File: config.mk
export PLATFORM = sky130hd
export DESIGN_NAME = hamming_result_scanner
export DESIGN_NICKNAME = d
export VERILOG_FILES = /design/src/rtl/hamming_result_scanner.sv
export SDC_FILE = /design/constraint.sdc
export NUM_CORES = 1
export LEC_CHECK = 0
export ABC_AREA = 1
export BUFFER_PORTS_ARGS = -buffer_cell sky130_fd_sc_hd__buf_2
export CORE_ASPECT_RATIO = 1.1
export CORE_UTILIZATION = 40
export DETAILED_ROUTE_END_ITERATION = 7
export HOLD_SLACK_MARGIN = 0.08
export PLACE_DENSITY_LB_ADDON = 0.05
export SETUP_SLACK_MARGIN = 0.15
export SLEW_MARGIN = 30
export SYNTH_ARGS = -nofsm -noshare
export SYNTH_HDL_FRONTEND = slang
export SYNTH_SLANG_ARGS = --single-unit
File: constraint.sdc
create_clock -name CLK -period 2.7 [get_ports CLK]
set_input_delay 0.135 -clock CLK [delete_from_list [all_inputs] [get_ports CLK]]
set_output_delay 0.135 -clock CLK [all_outputs]
set_load 0.05 [all_outputs]
File: src/rtl/hamming_result_scanner.sv
// Post-halt self-check: walks the SECDED result region of data memory, classifies
// each 16-bit codeword as clean / single-error / double-error and reports the counts.
module hamming_result_scanner #(
    parameter int unsigned BASE_ADDR = 30,
    parameter int unsigned NUM_WORDS = 15,
    parameter int unsigned AW        = 8
) (
    input  logic          CLK,
    input  logic          Reset,
    input  logic          go,
    output logic [AW-1:0] mem_addr,
    output logic          mem_rd,
    input  logic [7:0]    mem_rdata,
    output logic          busy,
    output logic          done,
    output logic [7:0]    clean_cnt,
    output logic [7:0]    single_cnt,
    output logic [7:0]    double_cnt,
    output logic [7:0]    first_bad
);

    localparam int unsigned CW       = 8;
    localparam logic [CW-1:0] LAST_IDX = CW'(NUM_WORDS - 1);
    localparam logic [CW-1:0] NO_BAD   = 8'hFF;
    localparam logic [AW-1:0] BASE     = AW'(BASE_ADDR);

    typedef enum logic [2:0] {
        S_IDLE  = 3'd0,
        S_RD_LO = 3'd1,
        S_RD_HI = 3'd2,
        S_EVAL  = 3'd3,
        S_DONE  = 3'd4
    } state_t;

    state_t state;
    state_t state_nxt;

    logic [CW-1:0] idx;
    logic [CW-1:0] idx_nxt;
    logic [7:0]    lo_q;
    logic [7:0]    lo_nxt;
    logic [CW-1:0] clean_nxt;
    logic [CW-1:0] single_nxt;
    logic [CW-1:0] double_nxt;
    logic [CW-1:0] first_bad_nxt;
    logic [AW-1:0] mem_addr_nxt;
    logic          mem_rd_nxt;
    logic          busy_nxt;
    logic          done_nxt;

    logic [15:0] word_c;
    logic        p8c;
    logic        p4c;
    logic        p2c;
    logic        p1c;
    logic [3:0]  syn_c;
    logic        ovp_c;
    logic        is_single_c;
    logic        is_double_c;
    logic        is_clean_c;
    logic        last_c;

    function automatic logic [CW-1:0] sat_inc(input logic [CW-1:0] c);
        return (c == {CW{1'b1}}) ? c : c + CW'(1);
    endfunction

    // Codeword layout {d11..d5, p8, d4..d2, p4, d1, p2, p1, p16}; high byte arrives in EVAL.
    assign word_c = {mem_rdata, lo_q};
    assign p8c    = ^word_c[15:9];
    assign p4c    = ^{word_c[15:12], word_c[7:5]};
    assign p2c    = ^{word_c[15:14], word_c[11:10], word_c[7:6], word_c[3]};
    assign p1c    = ^{word_c[15], word_c[13], word_c[11], word_c[9], word_c[7], word_c[5], word_c[3]};
    assign syn_c  = {word_c[8] ^ p8c, word_c[4] ^ p4c, word_c[2] ^ p2c, word_c[1] ^ p1c};
    assign ovp_c  = ^word_c;

    // An overall-parity flip with zero syndrome is a p16 error and still correctable.
    assign is_single_c = ovp_c;
    assign is_double_c = !ovp_c && (syn_c != 4'd0);
    assign is_clean_c  = !ovp_c && (syn_c == 4'd0);
    assign last_c      = (idx == LAST_IDX);

    // State register
    always_ff @(posedge CLK) begin
        if (Reset) begin
            state <= S_IDLE;
        end else begin
            state <= state_nxt;
        end
    end

    // Next-state logic
    always_comb begin
        state_nxt = state;
        case (state)
            S_IDLE:  if (go) state_nxt = S_RD_LO;
            S_RD_LO: state_nxt = S_RD_HI;
            S_RD_HI: state_nxt = S_EVAL;
            S_EVAL:  state_nxt = last_c ? S_DONE : S_RD_LO;
            S_DONE:  if (go) state_nxt = S_RD_LO;
            default: state_nxt = S_IDLE;
        endcase
    end

    // Output / datapath next values; memory strobes are lined up with the state being entered.
    always_comb begin
        idx_nxt       = idx;
        lo_nxt        = lo_q;
        clean_nxt     = clean_cnt;
        single_nxt    = single_cnt;
        double_nxt    = double_cnt;
        first_bad_nxt = first_bad;
        mem_addr_nxt  = mem_addr;

        case (state)
            S_IDLE, S_DONE: begin
                if (go) begin
                    idx_nxt       = '0;
                    clean_nxt     = '0;
                    single_nxt    = '0;
                    double_nxt    = '0;
                    first_bad_nxt = NO_BAD;
                end
            end
            S_RD_HI: lo_nxt = mem_rdata;
            S_EVAL: begin
                if (is_single_c) begin
                    single_nxt = sat_inc(single_cnt);
                end else if (is_double_c) begin
                    double_nxt = sat_inc(double_cnt);
                end else begin
                    clean_nxt = sat_inc(clean_cnt);
                end
                if (!is_clean_c && first_bad == NO_BAD) begin
                    first_bad_nxt = idx;
                end
                if (!last_c) begin
                    idx_nxt = idx + CW'(1);
                end
            end
            default: ;
        endcase

        if (state_nxt == S_RD_LO) begin
            mem_addr_nxt = BASE + AW'({idx_nxt, 1'b0});
        end else if (state_nxt == S_RD_HI) begin
            mem_addr_nxt = BASE + AW'({idx, 1'b0}) + AW'(1);
        end

        mem_rd_nxt = (state_nxt == S_RD_LO) || (state_nxt == S_RD_HI);
        busy_nxt   = (state_nxt == S_RD_LO) || (state_nxt == S_RD_HI) || (state_nxt == S_EVAL);
        done_nxt   = (state_nxt == S_DONE);
    end

    // Datapath and output registers
    always_ff @(posedge CLK) begin
        if (Reset) begin
            idx        <= '0;
            lo_q       <= '0;
            clean_cnt  <= '0;
            single_cnt <= '0;
            double_cnt <= '0;
            first_bad  <= NO_BAD;
            mem_addr   <= '0;
            mem_rd     <= 1'b0;
            busy       <= 1'b0;
            done       <= 1'b0;
        end else begin
            idx        <= idx_nxt;
            lo_q       <= lo_nxt;
            clean_cnt  <= clean_nxt;
            single_cnt <= single_nxt;
            double_cnt <= double_nxt;
            first_bad  <= first_bad_nxt;
            mem_addr   <= mem_addr_nxt;
            mem_rd     <= mem_rd_nxt;
            busy       <= busy_nxt;
            done       <= done_nxt;
        end
    end

endmodule
==> impl_metrics.csv, run 1 <==
group,metric,value,unit
global_route,grt_pass1_vias,3458,
synthesis,synth_top_family_by_area,"simple AND/OR/NAND/NOR gates",
routing,ant_nets,0,
power_and_ir_drop,power_density,599,nW/µm²
timing,fin_crit,2240,ps
timing,whs,104,ps
timing,slew_headroom,41.3,%
synthesis,synth_fa_ha_area_share,2.28,%
floorplan,rows,37,
synthesis,ys_warn_count,0,
global_route,grt_max_degree,35,
synthesis,synth_area_leaders,"dfxtp_1, nand2_1, nand3_1",
synthesis,ys_ff_latch,62,
routing,detail_route.first_pass.iterations,4,
placement,portBuffers,53,
synthesis,synth_nets,602,
cells_and_area,area_delta_synth_final,13.6,%
synthesis,yosys-mux-area-fraction,0,%
routing,via_per_inst,5.01,
critical_path,startpoint_type,"flip-flop",
power_and_ir_drop,seqPwrFrac,39.5,%
timing,finalSetupTns,0,ps
routing,initialDrtViolationCount,191,
critical_path,critPathMaxFanout,8,
timing,finalClockSkew,12.0,ps
power_and_ir_drop,power,2.61,mW
run,maxCapViolCount,0,
synthesis,synth_area_leader_cell,"dfxtp_1",
min_path,whs_endpoint,"lo_q[2]",
floorplan,fp.dieH,105,µm
power_and_ir_drop,p_sw_share,36.7,%
cells_and_area,fin_cells,755,
cells_and_area,utilization,46.6,%
power_and_ir_drop,clkPwrFrac,31.9,%
routing,wl,9600,µm
timing,worst_pin_slew,879,ps
critical_path,reg2reg_from,"idx[4]",
cells_and_area,layout_common_cells,"nand2_1, nand3_1, dfxtp_1",
clocking,cts_tree,"done",
routing,wl_per_cell,12.7,µm
global_route,grt_pass1_wl,16000,µm
critical_path,path_class,"reg2reg",
cells_and_area,n_antenna_cell,0,
clocking,cts_buffers,9,
power_and_ir_drop,comb_power_share,28.6,%
floorplan,die_w,95.4,µm
placement,dp.cells,740,
critical_path,cp.required,2960,ps
floorplan,pin_count,54,
critical_path,end_kind,"flip-flop",
power_and_ir_drop,p_int,1.65,mW
clocking,clock_latency,340,ps
global_route,grt_usage,20.0,%
floorplan,start_util,41.0,%
clocking,cts_max_level,3,
timing,drv_slew,0,
critical_path,r2r_end,"mem_addr[7]",
global_route,antenna_found_initial,0,
floorplan,dieArea,9990,µm²
synthesis,syn_inst,584,
floorplan,core,9350,µm²
critical_path,cp_data_arrival_time,2500,ps
cells_and_area,layout-drive-gt1-share,15.4,%
timing,final-hold-violation-count,0,
synthesis,synth.top_cell.area_share,32.4,%
synthesis,avgSynthCellArea,6.57,µm²
synthesis,synth_cell_types,34,
cells_and_area,mostFrequentLayoutCell,"nand2_1",
synthesis,synth-xor-area-share,7.08,%
power_and_ir_drop,peakVddDrop,0.000311,V
run_status,status,"completed",
timing,setup_viol,0,
timing,rsz0062_at_grt,"false",
clocking,cts.sinks,62,
critical_path,r2r_cells,15,
critical_path,cp-startpoint,"idx[4]",
clocking,cts_buffer_depth,2,
routing,vias,3786,
cells_and_area,nets,653,
clocking,clk_pin_slew,70,ps
global_route,gr-total-overflow,0,
critical_path,reg2reg_slack,460,ps
synthesis,yosys.area_share.simple,36.2,%
placement,dpl.hpwl,6990,µm
timing,finalCritPeriodShare,83.1,%
min_path,hold_path.class,"in2reg",
min_path,min-delay-start,"mem_rdata[2]",
placement,gp_congestion,0.904,
synthesis,synth_area,3840,µm²
synthesis,synth_compound_area_share,12.3,%
power_and_ir_drop,switching_power,0.958,mW
synthesis,yosysSeqAreaShare,32.4,%
timing,fmax,446,MHz
min_path,holdPathStages,3,
clocking,cts_root_buffer,"clkbuf_8",
routing,drc,0,
power_and_ir_drop,p_leak,1.96,nW
## final cells by class
cell class,count,area [µm²]
clock buffer,11,151
clock inverter,3,45.0
fill,997,4990
inverter,61,231
multi-input combinational,441,2220
sequential,62,1240
tap,117,146
timing repair buffer,60,320
## synth_stat cells, drive strengths merged
| cell type | count |
|---|---|
| a21o | 1 |
| ha | 7 |
| o41ai | 1 |
| clkbuf | 12 |
| xnor2 | 11 |
| dfxtp | 62 |
| inv | 60 |
| o211ai | 4 |
| nand4 | 14 |
| nor3 | 7 |
| o21ai | 32 |
| nand2 | 168 |
| or2 | 2 |
| clkinv | 1 |
| nor4 | 1 |
| nor2 | 56 |
| o22ai | 4 |
| a21oi | 42 |
| a31oi | 3 |
| nand3 | 67 |
| xor2 | 20 |
| buf | 8 |
| nand3b | 1 |
## routing by layer
| layer | global-route usage, % | part of all wire, % |
|---|---|---|
| met5 | 0 | 0 |
| met4 | 6.40 | 1.5 |
| met3 | 2.84 | 4.1 |
| met2 | 32.3 | 44 |
| met1 | 27.2 | 50 |
## timing repair
item / in CTS / in global routing
hold buffers: 1 / 0
endpoints found under the setup margin: 0 / 1
hold endpoints to repair: 1 / 0
gates resized for setup: 0 / 1
setup buffers: 0 / 0
## state kept, by name (all words and copies together), names as in the netlist
signal      flops
busy            1
clean_cnt       8
done            1
double_cnt      8
first_bad       8
idx             8
lo_q            8
mem_addr        8
mem_rd          1
single_cnt      8
state           3
## worst max-delay path by stage
stage                        to  slack (ps)
global route        mem_addr[5]         160
detailed placement  mem_addr[5]         440
global placement    mem_addr[5]         520
floorplan           mem_addr[5]         710
finish              mem_addr[7]         460
CTS                 mem_addr[5]         440
## power by group through the flow
stage	combinational, mW	sequential, mW	clock, mW
global placement	0.742	1.05	0
CTS	0.751	1.03	0.860
finish	0.746	1.03	0.834
detailed placement	0.747	1.05	0
global route	0.830	1.04	0.902
floorplan	0.453	1.19	0
## stage by stage
step	setup WS, ps	area (µm²)
after floorplan	711	3840
after global placement	517	4150
after detailed placement	435	4150
after CTS	440	4360
after global routing	155	4360
final	456	4360
## kinds of logic (layout without fill, tap and decap cells)
| group | count (synthesis) | after routing |
|---|---|---|
| adder cells (fa/ha/maj) | 7 | 7 |
| flip-flops | 62 | 62 |
| AO/OA/AOI/OAI | 87 | 87 |
| AND/OR/NAND/NOR | 316 | 316 |
| buffers and inverters | 81 | 135 |
| XOR/XNOR | 31 | 31 |
## critical path, stage by stage (launching register included)
cell and delay [ps]:
dfxtp_1 480, inv_1 130, nand4_1 150, nor2_1 70
nor2_1 150, inv_1 100, nand3_1 80, nand2_1 50
inv_1 120, ha_1 160, inv_1 50, nor2_1 130
nand2_1 130, nand3_1 130, nand3_1 100, a21oi_1 130
Power figures use the tool's default switching activity.
==> inputs of run 2 (changes only) <==
ABC_AREA = 0   (was 1)
clock period = 2 ns   (was 2.7 ns; I/O delays follow)
==> impl_metrics.csv, run 2 <==
group,metric,value,unit
run_status,status,"finished, violations left",
run_status,failed_checks,"setup timing",
critical_path,cp.required,2280,ps
synthesis,ys.flop_type,"dfxtp_1",
routing,initialDrtViolationCount,66,
clocking,cts_tree,"done",
synthesis,yosysSeqAreaShare,38.6,%
global_route,gr-total-overflow,0,
clocking,cts_max_level,3,
clocking,cts_buffers,9,
cells_and_area,layout_common_cells,"buf_4, buf_2, dfxtp_1",
global_route,grt_max_degree,22,
synthesis,synth_area,3220,µm²
global_route,grt_pass1_vias,2835,
power_and_ir_drop,switching_power,1.39,mW
synthesis,synth_nets,365,
global_route,grt_usage,21.2,%
floorplan,rows,33,
timing,finalCritPeriodShare,114,%
power_and_ir_drop,comb_power_share,40.6,%
min_path,holdPathStages,4,
synthesis,synth.most_common_cell,"dfxtp_1",
global_route,antenna_found_initial,0,
power_and_ir_drop,power,3.90,mW
timing,whs,97.0,ps
synthesis,synth_edf_count,0,
run,maxCapViolCount,0,
global_route,grt_pass1_wl,13400,µm
power_and_ir_drop,seqPwrFrac,35.5,%
synthesis,ys_ff_latch,62,
synthesis,synth.top_cell.area_share,38.6,%
synthesis,synth_area_leaders,"dfxtp_1, nor2_1, xor2_1",
timing,layout_setup_ws,-274,ps
power_and_ir_drop,clkPwrFrac,23.9,%
routing,via_per_inst,5.13,
synthesis,synth.top_cells.by_count,"dfxtp_1, nor2_1, a21oi_1, xor2_1",
power_and_ir_drop,p_int,2.51,mW
critical_path,cp-startpoint,"lo_q[7]",
timing,finalClockSkew,6.91,ps
cells_and_area,n_antenna_cell,0,
cells_and_area,fin_area,4760,µm²
cells_and_area,utilization,62.3,%
clocking,clock_latency,340,ps
placement,gp_congestion,0.795,
cells_and_area,area_delta_synth_final,47.8,%
routing,drc,0,
clocking,clk_pin_slew,70,ps
power_and_ir_drop,power_density,820,nW/µm²
min_path,min-delay-start,"mem_rdata[0]",
timing,setup_viol,37,
critical_path,cp_data_arrival_time,2550,ps
critical_path,critPathMaxFanout,3,
routing,vias,3035,
synthesis,ys_warn_count,0,
placement,dpl.hpwl,5760,µm
timing,worst_pin_slew,344,ps
cells_and_area,mostFrequentLayoutCell,"buf_4",
floorplan,pin_count,54,
clocking,cts_root_buffer,"clkbuf_8",
critical_path,end_kind,"flip-flop",
placement,dpl_cell_area,4110,µm²
synthesis,synth_cell_types,61,
routing,wl_per_cell,14.6,µm
timing,fmax,440,MHz
floorplan,core,7640,µm²
synthesis,synth_area_leader_cell,"dfxtp_1",
timing,rsz0062_at_grt,"true",
cells_and_area,nets,501,
floorplan,start_util,42.1,%
synthesis,avgSynthCellArea,9.28,µm²
min_path,hold_path.class,"in2reg",
critical_path,reg2reg_from,"lo_q[7]",
floorplan,die_w,87.5,µm
cells_and_area,layout-drive-gt1-share,45.8,%
timing,final-hold-violation-count,0,
clocking,cts_buffer_depth,2,
critical_path,startpoint_type,"flip-flop",
timing,fin_crit,2270,ps
critical_path,path_class,"reg2reg",
routing,ant_nets,0,
power_and_ir_drop,peakVddDrop,0.000539,V
timing,slew_headroom,76.8,%
timing,drv_slew,0,
cells_and_area,fillers,658,
routing,detail_route.first_pass.iterations,4,
critical_path,r2r_cells,7,
placement,portBuffers,53,
power_and_ir_drop,p_sw_share,35.6,%
floorplan,dieArea,8410,µm²
routing,wl,8630,µm
synthesis,syn_inst,347,
clocking,cts.sinks,62,
power_and_ir_drop,p_leak,2.02,nW
synthesis,async_flop_share,0,%
floorplan,fp.dieH,96.1,µm
-- run 2: cell count changes after synthesis, sizes merged, moves of 6 or more --
cell / change
and3: +7
buf: -6
inv: -54
a21oi: -16
nand2: -154
mux2i: +10
xnor3: +7
nand3: -54
o21ai: -27
o22a: +7
-- run 2: worst paths after layout --
kind                  endpoint  slack [ps]
hold reg to reg    mem_addr[0]         460
setup / recovery  clean_cnt[5]        -270
hold / removal         lo_q[0]         100
setup reg to reg  clean_cnt[5]        -270
-- run 2: metal layers --
| metal | vias up | wire [µm] | global-route usage, % |
|---|---|---|---|
| li1 | 1519 | - | - |
| met2 | 48 | 4330 | 36.5 |
| met5 | - | 0 | 0 |
| met1 | 1456 | 3900 | 25.3 |
| met3 | 12 | 257 | 5.49 |
| met4 | 0 | 140 | 8.20 |
-- run 2: cells by family after synthesis --
logic type	share of synthesized area, %
XOR/XNOR	15.7
adder cells (fa/ha/maj)	2.72
AND/OR/NAND/NOR	22.4
multiplexers	3.46
AO/OA/AOI/OAI	14.1
buffers and inverters	3.03
flip-flops	38.6
-- run 2: final cells by class --
cell class / count / area [µm²] / area share, %
clock buffer: 10 / 128 / 2.68
clock inverter: 5 / 26.3 / 0.552
inverter: 6 / 25.0 / 0.526
multi-input combinational: 264 / 2180 / 45.9
sequential: 62 / 1260 / 26.5
tap: 105 / 131 / 2.76
timing repair buffer: 140 / 1010 / 21.2
-- run 2: timing repair --
item | 4_1_cts | 5_1_grt
setup buffers | 11 | 9
pin swaps | 19 | 20
hold buffers | 5 | 0
gates resized for setup | 35 | 36
endpoints found under the setup margin | 39 | 42
endpoints found under the hold margin | 5 | 0
-- run 2: stage by stage --
stage	TNS [ps]	std cells	setup slack [ps]
after floorplan	-2460	347	-218
after global placement	-5880	552	-253
after detailed placement	-6820	552	-318
after CTS	-5970	583	-293
after global routing	-9480	592	-377
final	-5940	592	-274
-- run 2: power groups by stage --
stage | Sequential [mW] | Clock, mW | Combinational, mW
3_3_place_gp | 1.41 | 0 | 1.35
2_1_floorplan | 1.59 | 0 | 0.717
4_1_cts | 1.38 | 0.967 | 1.52
5_1_grt | 1.39 | 1.05 | 1.69
6_report | 1.38 | 0.932 | 1.59
3_5_place_dp | 1.41 | 0 | 1.36
-- run 2: critical path, cell delays in order, from the launching register on --
cell and delay [ps]:
dfxtp_2 340, xnor3_1 390, xor2_1 170, or3_4 350
a22o_4 250, or2_1 230, or3_1 340, a21oi_1 140
==> inputs of run 3 (changes only) <==
CTS_BUF_LIST = sky130_fd_sc_hd__clkbuf_4 sky130_fd_sc_hd__clkbuf_8 sky130_fd_sc_hd__clkbuf_16   (was not set)
==> impl_metrics.csv, run 3 (synthesis results as in run 2) <==
group,metric,value,unit
min_path,hold_path.class,"in2reg",
timing,drv_slew,0,
routing,via_per_inst,5.10,
cells_and_area,nets,501,
global_route,antenna_found_initial,0,
timing,finalClockSkew,6.42,ps
clocking,cts.sinks,62,
cells_and_area,area_delta_synth_final,47.9,%
global_route,gr-total-overflow,0,
power_and_ir_drop,p_sw_share,35.4,%
critical_path,reg2reg_slack,-270,ps
clocking,cts_buffer_depth,2,
floorplan,rows,33,
routing,wl_per_cell,14.5,µm
floorplan,pin_count,54,
timing,rsz0062_at_grt,"true",
cells_and_area,fillers,658,
cells_and_area,layout_common_cells,"buf_4, buf_2, dfxtp_1",
cells_and_area,layout-drive-gt1-share,46.0,%
placement,pre_cts_slack,-318,ps
floorplan,dieArea,8410,µm²
global_route,grt_pass1_wl,13400,µm
cells_and_area,multiInputGateArea,2180,µm²
min_path,holdPathStages,4,
timing,slew_headroom,76.8,%
placement,portBuffers,53,
routing,vias,3021,
cells_and_area,fin_area,4760,µm²
power_and_ir_drop,p_int,2.53,mW
power_and_ir_drop,seqPwrFrac,35.4,%
timing,setup_viol,37,
power_and_ir_drop,switching_power,1.38,mW
power_and_ir_drop,p_leak,2.02,nW
routing,detail_route.first_pass.iterations,4,
timing,final-hold-violation-count,0,
routing,ant_nets,0,
run,maxCapViolCount,0,
global_route,grt_max_degree,22,
cells_and_area,n_antenna_cell,0,
power_and_ir_drop,power_density,821,nW/µm²
global_route,grt_pass1_vias,2833,
timing,worst_pin_slew,344,ps
critical_path,cp.required,2280,ps
routing,initialDrtViolationCount,67,
floorplan,start_util,42.1,%
power_and_ir_drop,comb_power_share,40.5,%
timing,fmax,440,MHz
run_status,status,"finished, violations left",
critical_path,startpoint_type,"flip-flop",
critical_path,reg2reg_from,"lo_q[7]",
cells_and_area,seqCellArea,1260,µm²
critical_path,r2r_cells,7,
clocking,cts_buffers,9,
min_path,whs_endpoint,"lo_q[0]",
run_status,failed_checks,"setup timing",
clocking,cts_tree,"done",
clocking,clk_pin_slew,70,ps
clocking,cts_max_level,3,
global_route,grt_usage,21.2,%
placement,gp_congestion,0.795,
floorplan,core,7640,µm²
floorplan,fp.dieH,96.1,µm
critical_path,critPathMaxFanout,3,
critical_path,cp_data_arrival_time,2550,ps
routing,drc,0,
clocking,clock_latency,340,ps
power_and_ir_drop,peakVddDrop,0.000540,V
cells_and_area,mostFrequentLayoutCell,"buf_4",
floorplan,die_w,87.5,µm
power_and_ir_drop,clkPwrFrac,24.1,%
timing,finalCritPeriodShare,114,%
clocking,cts_root_buffer,"clkbuf_8",
critical_path,end_kind,"flip-flop",
placement,dpl_cell_area,4110,µm²
routing,wl,8600,µm
critical_path,path_class,"reg2reg",
placement,dpl.hpwl,5760,µm
timing,layout_setup_ws,-272,ps
min_path,min-delay-start,"mem_rdata[0]",
timing,fin_crit,2270,ps
critical_path,r2r_end,"clean_cnt[5]",
==> run 3: how the worst max path moves through the flow <==
stage                       startpoint  slack [ps]  cells after the start            end
after floorplan                lo_q[7]        -220                      7   clean_cnt[5]
after global placement    mem_rdata[0]        -250                      9   clean_cnt[6]
after detailed placement  mem_rdata[0]        -320                      8  double_cnt[7]
after CTS                      lo_q[7]        -290                      7   clean_cnt[5]
after global routing           lo_q[4]        -380                      9   clean_cnt[6]
final                          lo_q[7]        -270                      7   clean_cnt[5]
==> run 3: critical path, cell delays in order (launching register included) <==
cell and delay (ps):
dfxtp_2 340, xnor3_1 390, xor2_1 170, or3_4 350
a22o_4 250, or2_1 230, or3_1 340, a21oi_1 140
==> run 3: metal layers <==
layer / up-vias / global-route usage, % / routed length, µm
li1: 1517 / - / -
met1: 1435 / 25.2 / 3840
met2: 57 / 36.6 / 4320
met3: 12 / 5.49 / 304
met4: 0 / 8.20 / 140
met5: - / 0 / 0
==> run 3: repair_timing <==
action / CTS / global route
cloned: 0 / 0
resized for setup: 35 / 36
setup endpoints to repair: 39 / 42
hold buffers: 5 / 0
buffers inserted: 11 / 9
endpoints found under the hold margin: 5 / 0
pin swaps: 19 / 20
==> run 3: area by class of cell <==
cell class | count | area share (%)
multi-input combinational | 264 | 45.8
sequential | 62 | 26.4
timing repair buffer | 140 | 21.2
clock buffer | 10 | 2.76
tap | 105 | 2.76
clock inverter | 5 | 0.552
inverter | 6 | 0.525
==> run 3: power by group through the flow <==
stage | logic [mW] | registers (mW) | clock network [mW]
floorplan | 0.717 | 1.59 | 0
global placement | 1.35 | 1.41 | 0
detailed placement | 1.36 | 1.41 | 0
CTS | 1.52 | 1.38 | 0.981
global route | 1.69 | 1.39 | 1.06
finish | 1.58 | 1.38 | 0.942
==> run 3: through the flow <==
| stage | total power, mW | utilization, % | hold WS, ps | setup TNS [ps] | instances |
|---|---|---|---|---|---|
| 3_5_place_dp | 2.77 | 53.8 | 404 | -6820 | 552 |
| 5_1_grt | 4.14 | 62.3 | 98.9 | -9440 | 592 |
| 6_report | 3.91 | 62.3 | 99.2 | -5840 | 592 |
| 4_1_cts | 3.88 | 59.8 | 81.0 | -5960 | 583 |
| 3_3_place_gp | 2.76 | 53.8 | 380 | -5880 | 552 |
| 2_1_floorplan | 2.30 | - | 247 | -2460 | 347 |
